===== config.mk =====
export PLATFORM = sky130hd
export DESIGN_NAME = mem_responder
export DESIGN_NICKNAME = d
export VERILOG_FILES = /design/src/rtl/mem_resp_pkg.sv /design/src/rtl/word_ram.sv /design/src/rtl/mem_responder.sv
export SDC_FILE = /design/constraint.sdc
export NUM_CORES = 2
export LEC_CHECK = 0
export ABC_AREA = 1
export ABC_CLOCK_PERIOD_IN_PS = 3800
export CORE_ASPECT_RATIO = 2
export CORE_MARGIN = 2
export CORE_UTILIZATION = 50
export DETAILED_ROUTE_END_ITERATION = 16
export PLACE_DENSITY = 0.63
export SLEW_MARGIN = 15
export SYNTH_ARGS = -nofsm -noshare
export SYNTH_HDL_FRONTEND = slang
export SYNTH_SLANG_ARGS = --single-unit

===== constraint.sdc =====
create_clock -name clk -period 3.8 [get_ports clk]
set_input_delay 0.57 -clock clk [delete_from_list [all_inputs] [get_ports clk]]
set_output_delay 0.57 -clock clk [all_outputs]
set_load 0.02 [all_outputs]

===== src/rtl/mem_resp_pkg.sv =====
`default_nettype none
// ============================================================================
// Module   : mem_resp_pkg
// Purpose  : Shared types and constants for the wait-stated memory responder.
// Revision : 1.0 - initial release
// ============================================================================
package mem_resp_pkg;

    localparam int WORD_W = 32;
    localparam int CNT_W  = 4;

    typedef enum logic [1:0] {
        ST_IDLE = 2'd0,
        ST_WAIT = 2'd1,
        ST_RESP = 2'd2
    } state_t;

endpackage : mem_resp_pkg
`default_nettype wire


===== src/rtl/word_ram.sv =====
`default_nettype none
// ============================================================================
// Module   : word_ram
// Purpose  : DEPTH x 32 word array, synchronous write, combinational read.
// Revision : 1.0 - initial release
// ============================================================================
module word_ram
    import mem_resp_pkg::*;
#(
    parameter int DEPTH = 64,
    parameter int AW    = $clog2(DEPTH)
) (
    input  logic              clk,
    input  logic              we_i,
    input  logic [AW-1:0]     waddr_i,
    input  logic [WORD_W-1:0] wdata_i,
    input  logic [AW-1:0]     raddr_i,
    output logic [WORD_W-1:0] rdata_o
);

    // Contents are deliberately not reset.
    logic [WORD_W-1:0] mem_q [DEPTH];

    always_ff @(posedge clk) begin
        if (we_i) begin
            mem_q[waddr_i] <= wdata_i;
        end
    end

    assign rdata_o = mem_q[raddr_i];

endmodule : word_ram
`default_nettype wire


===== src/rtl/mem_responder.sv =====
`default_nettype none
// ============================================================================
// Module   : mem_responder
// Purpose  : Single-outstanding word memory responder with WAIT_CYCLES wait
//            states and a one-cycle ack. Define MEM_RESP_RANGE_CHK_EN to flag
//            out-of-range word indices with err instead of wrapping.
// Revision : 1.0 - initial release
// ============================================================================
module mem_responder
    import mem_resp_pkg::*;
#(
    parameter int DEPTH       = 64,
    parameter int WAIT_CYCLES = 2
) (
    input  logic              clk,
    input  logic              reset,
    input  logic              req,
    input  logic              we,
    input  logic [WORD_W-1:0] adr,
    input  logic [WORD_W-1:0] wd,
    output logic [WORD_W-1:0] rd,
    output logic              ack,
    output logic              busy,
    output logic              err
);

    localparam int AW        = $clog2(DEPTH);
    localparam bit ZERO_WAIT = (WAIT_CYCLES == 0);

    state_t            state_q;
    logic [CNT_W-1:0]  cnt_q;
    logic              we_q;
    logic              oor_q;
    logic [AW-1:0]     idx_q;
    logic [WORD_W-1:0] wd_q;
    logic [WORD_W-1:0] rd_q;
    logic              ack_q;
    logic              busy_q;
    logic              err_q;

    logic [AW-1:0]     w_adr_idx;
    logic              w_adr_oor;
    logic              w_in_idle;
    logic              w_accept;
    logic              w_enter_resp;
    logic [AW-1:0]     w_cur_idx;
    logic              w_cur_oor;
    logic              w_cur_we;
    logic              w_ram_we;
    logic [WORD_W-1:0] w_ram_rd;
    logic              w_unused;

    assign w_adr_idx = adr[AW+1:2];

`ifdef MEM_RESP_RANGE_CHK_EN
    assign w_adr_oor = |adr[WORD_W-1:AW+2];
    assign w_unused  = ^adr[1:0];
`else
    assign w_adr_oor = 1'b0;
    assign w_unused  = ^{adr[1:0], adr[WORD_W-1:AW+2]};
`endif

    assign w_in_idle    = (state_q == ST_IDLE);
    assign w_accept     = w_in_idle && req;
    assign w_enter_resp = (w_accept && ZERO_WAIT) ||
                          ((state_q == ST_WAIT) && (cnt_q == CNT_W'(1)));

    // With zero wait states the read happens on the accept edge, before the
    // holding registers are loaded, so the live bus is used in IDLE.
    assign w_cur_idx = w_in_idle ? w_adr_idx : idx_q;
    assign w_cur_oor = w_in_idle ? w_adr_oor : oor_q;
    assign w_cur_we  = w_in_idle ? we        : we_q;

    assign w_ram_we  = (state_q == ST_RESP) && we_q && !oor_q;

    word_ram #(
        .DEPTH (DEPTH),
        .AW    (AW)
    ) u_word_ram (
        .clk     (clk),
        .we_i    (w_ram_we),
        .waddr_i (idx_q),
        .wdata_i (wd_q),
        .raddr_i (w_cur_idx),
        .rdata_o (w_ram_rd)
    );

    always_ff @(posedge clk or posedge reset) begin
        if (reset) begin
            state_q <= ST_IDLE;
            cnt_q   <= '0;
            we_q    <= 1'b0;
            oor_q   <= 1'b0;
            idx_q   <= '0;
            wd_q    <= '0;
            rd_q    <= '0;
            ack_q   <= 1'b0;
            busy_q  <= 1'b0;
            err_q   <= 1'b0;
        end else begin
            ack_q <= 1'b0;
            case (state_q)
                ST_IDLE: begin
                    if (req) begin
                        we_q    <= we;
                        idx_q   <= w_adr_idx;
                        wd_q    <= wd;
                        oor_q   <= w_adr_oor;
                        cnt_q   <= CNT_W'(WAIT_CYCLES);
                        busy_q  <= 1'b1;
                        state_q <= ZERO_WAIT ? ST_RESP : ST_WAIT;
                    end
                end
                ST_WAIT: begin
                    cnt_q <= cnt_q - CNT_W'(1);
                    if (cnt_q == CNT_W'(1)) begin
                        state_q <= ST_RESP;
                    end
                end
                ST_RESP: begin
                    state_q <= ST_IDLE;
                    busy_q  <= 1'b0;
                    err_q   <= 1'b0;
                end
                default: begin
                    state_q <= ST_IDLE;
                    busy_q  <= 1'b0;
                end
            endcase

            if (w_enter_resp) begin
                ack_q <= 1'b1;
                err_q <= w_cur_oor;
                if (!w_cur_we) begin
                    rd_q <= w_cur_oor ? '0 : w_ram_rd;
                end
            end
        end
    end

    assign rd   = rd_q;
    assign ack  = ack_q;
    assign busy = busy_q;
    assign err  = err_q;

endmodule : mem_responder
`default_nettype wire


==> run metrics <==
result of the run complete, no violations; clock tree root driver cell clkbuf_16; clock latency reported for the late side of the worst-skew pair 0.84 ns; critical path buffer and inverter count 2; biggest area contributors in the synthesized netlist edfxtp_1 72%, nand3_1 13%, nand2_1 8.9%; post-synthesis register bit count 2127; netlist area before placement 0.0851 mm^2; CTS tree yes; Setup crit end kind flip-flop; setup repair after global routing missed its margin no; first-pass GRT wire length 358000 um; final hold violations 0; maximum count of clock buffers along a single path 4; area used by multi-input combinational logic 0.0199 mm^2; top cell type by total area after synthesis edfxtp_1; Overall Power 81.9 mW; number of antenna violations at the first check in global routing 2; final clock period utilization by the worst path 87.2%; most instantiated library cell after synthesis nand3_1; Avg Cell Area, Syn 12.2 um^2; Global Route Usage Sum 28.0%; warnings from Yosys 0; layer with the highest usage after global routing met2; Maximum Capacitance Violations 0; Detail Route Antenna Nets 0; register area 0.0635 mm^2; peak fanout along the critical path 56; final-stage net count 7096; number of cells upsized or downsized after cts 0; reg-to-reg endpoint rd[25]; clock slew at reported path FFs 0.07 ns; Final Routed Wirelength 245000 um; Die Footprint 0.174 mm^2; maximum number of pins on one net before global-route repair 105; Syn-to-layout area delta 12.3%; Final GP Congestion 0.817; initial core utilization 50.2%; Peak supply drop 966 uV; power per cell area 858 mW/mm^2; HPWL reported at the end of detailed placement 140000 um; total number of cells along the worst setup path 13; proportion of layout cells with a drive suffix above 1 8.42%; top flip-flop cell by instance count after synthesis edfxtp_1; maximum cell stage delay along the critical path 0.53 ns; worst endpoint data arrival time 4.09 ns; fill cell instance count of the final layout 13300; fraction of post-synthesis cell area in the top cell type by area 72.3%; number of buffers added to fix hold violations after cts 0; per-cell routed wire length 26.0 um; standard cell core area 0.169 mm^2; Critical Path Sink rd[25]; Port Buf Inserts 75; list of most frequent post-synthesis cells 2249 x nand3_1, 2048 x edfxtp_1, 2012 x nand2_1, 293 x buf_2, 123 x clkbuf_1; vias after detailed routing 56900; count of different cell masters after synthesis 23; Syn Nets 7064; final critical path time including I/O delays and setup 3.31 ns; grt met3 use 3.77%; post-CTS setup buffers 0; slew at the pin closest to its max-slew limit 1.23 ns; count of clock tree sinks 2127; Cell Rows 214; launch instance of the worst register-to-register path state_q[1]; Die Y-Extent 587 um; number of buffers added by the clock tree synthesis step 180; overall die width 296 um; maximum clock rate 302 MHz; setup slack, reg-to-reg 0.49 ns; routed via count divided by cell count 6.04; Pleak 33.0 nW; worst rel slew slack 18.0%; met1 Track Usage GR 34.3%; post-synthesis cell count 6994; number of search-and-repair iterations in the first detailed-routing pass 6; setup total negative slack 0 ns; count of cells along the worst register-to-register path 13; master of the slowest instance on the critical path nor2_4; start-to-end type of the worst setup path reg -> reg; FFs w/ async S/R, synth 3.71%; worst hold-check path type in -> async; vias in the first global route 55400; delay-heaviest family, CP simple AND/OR/NAND/NOR gates; required time of the critical path 4.57 ns; nature of the critical path startpoint flip-flop; count of flip-flops with a built-in enable after synthesis 2048; Clock H-tree levels 4; Boundary Pins 103; global route total overflow 0; Worst Setup SP state_q[1]; Starting DRT DRC Count 6673; drc violations 0; GRT met2 Usage 48.9%; crit path cell chain nor2_4, nand2_4, nand2_4, buf_12, buf_12, nand2_1, nand3_1, nand3_1, nand3_1, nand3_1, nand3_1, nand3_1, nand2_1; register area share after synthesis 74.6%; cell repeated most along the worst path nand3_1; final max-slew violation count 0; count of endpoints failing setup in the final report 0; final worst clock skew 0.0288 ns
## state kept, by name (all words and copies together) (netlist names)
signal            cells
rd                   32
we_q                  1
wd_q                 32
u_word_ram.mem_q   2048
cnt_q                 4
idx_q                 6
busy                  1
ack                   1
state_q               2
## cells by family (layout without fill, tap and decap cells)
| kind of cell | count (synthesis) | count (layout) | synth area share (%) |
|---|---|---|---|
| buffers and inverters | 503 | 670 | 2.71 |
| multiplexers | 1 | 1 | 0.0118 |
| other | 1 | 2 | 0.00441 |
| AO/OA/AOI/OAI | 17 | 17 | 0.118 |
| AND/OR/NAND/NOR | 4343 | 4343 | 22.5 |
| flip-flops | 2127 | 2127 | 74.6 |
| adder cells (fa/ha/maj) | 2 | 2 | 0.0294 |
## worst min-delay path by stage
stage / start / to / slack, ns
finish: reset / wd_q[28] / 0.07
global route: reset / rd[24] / 0.1
CTS: reset / rd[26] / 0.05
detailed placement: busy / busy / 0.48
global placement: cnt_q[3] / cnt_q[3] / 0.46
floorplan: cnt_q[3] / cnt_q[3] / 0.45
## placed cells by master, fill, tap and decap left out, types with 2 or more instances in the layout
cell type and instances:
o21ai_0 9, nand2_2 2, clkbuf_1 46, nand2_4 4
inv_1 16, nor2_4 65, nand3_1 2249, nand2_1 2006
buf_4 178, clkbuf_16 185, nand4_1 8, o21ai_4 6
bufinv_16 10, clkbuf_8 10, dfrtp_2 26, nor2_1 7
buf_12 79, clkdlybuf4s50_1 75, inv_6 2, clkinv_2 23
clkinvlp_4 2, clkinv_1 39, dfrtp_4 5, dfrtp_1 48
ha_1 2, inv_2 2, edfxtp_1 2048
## layer usage
layer	part of all wire, %	up-vias	wire length, um
met4	4.8	2	11900
met2	52	2909	127000
met3	7.7	646	18800
met5	0.0049	-	12
met1	36	28300	88100
li1	-	25100	-
## per-stage QoR
| stage | cell area (um^2) | hold WS (ns) | setup slack (ns) | cells | util (%) |
|---|---|---|---|---|---|
| 2_1_floorplan | 85100 | 0.450 | 0.890 | 6994 | - |
| 3_3_place_gp | 90000 | 0.464 | 0.551 | 9112 | 53.1 |
| 3_5_place_dp | 90000 | 0.483 | 0.521 | 9112 | 53.1 |
| 4_1_cts | 95500 | 0.0491 | 0.572 | 9429 | 56.4 |
| 5_1_grt | 95500 | 0.0986 | 0.374 | 9430 | 56.4 |
| 6_report | 95500 | 0.0711 | 0.488 | 9430 | 56.4 |
## report_power, final
| part | switching (mW) | internal [mW] | leakage [nW] |
|---|---|---|---|
| Sequential | 2.55 | 29.2 | 19.5 |
| Combinational | 22.7 | 9.52 | 10.8 |
| Clock | 8.16 | 9.78 | 2.71 |
| Total | 33.4 | 48.5 | 33.0 |
## layout make-up
type                       count  share of cell area [%]
clock inverter                76                   0.622
multi-input combinational   4364                    20.8
timing repair buffer         332                    3.84
inverter                      21                  0.0982
sequential                  2127                    66.5
antenna                        1                 0.00262
clock buffer                 241                    5.17
tap                         2268                    2.97
## worst reg2reg max path, stage by stage, from the launching register on
cell and delay (ns):
dfrtp_1 0.44, nor2_4 0.53, nand2_4 0.30, nand2_4 0.29, buf_12 0.31, buf_12 0.32, nand2_1 0.11, nand3_1 0.09
nand3_1 0.13, nand3_1 0.13, nand3_1 0.23, nand3_1 0.21, nand3_1 0.09, nand2_1 0.08
No activity file was read; power rests on OpenSTA's default activity.
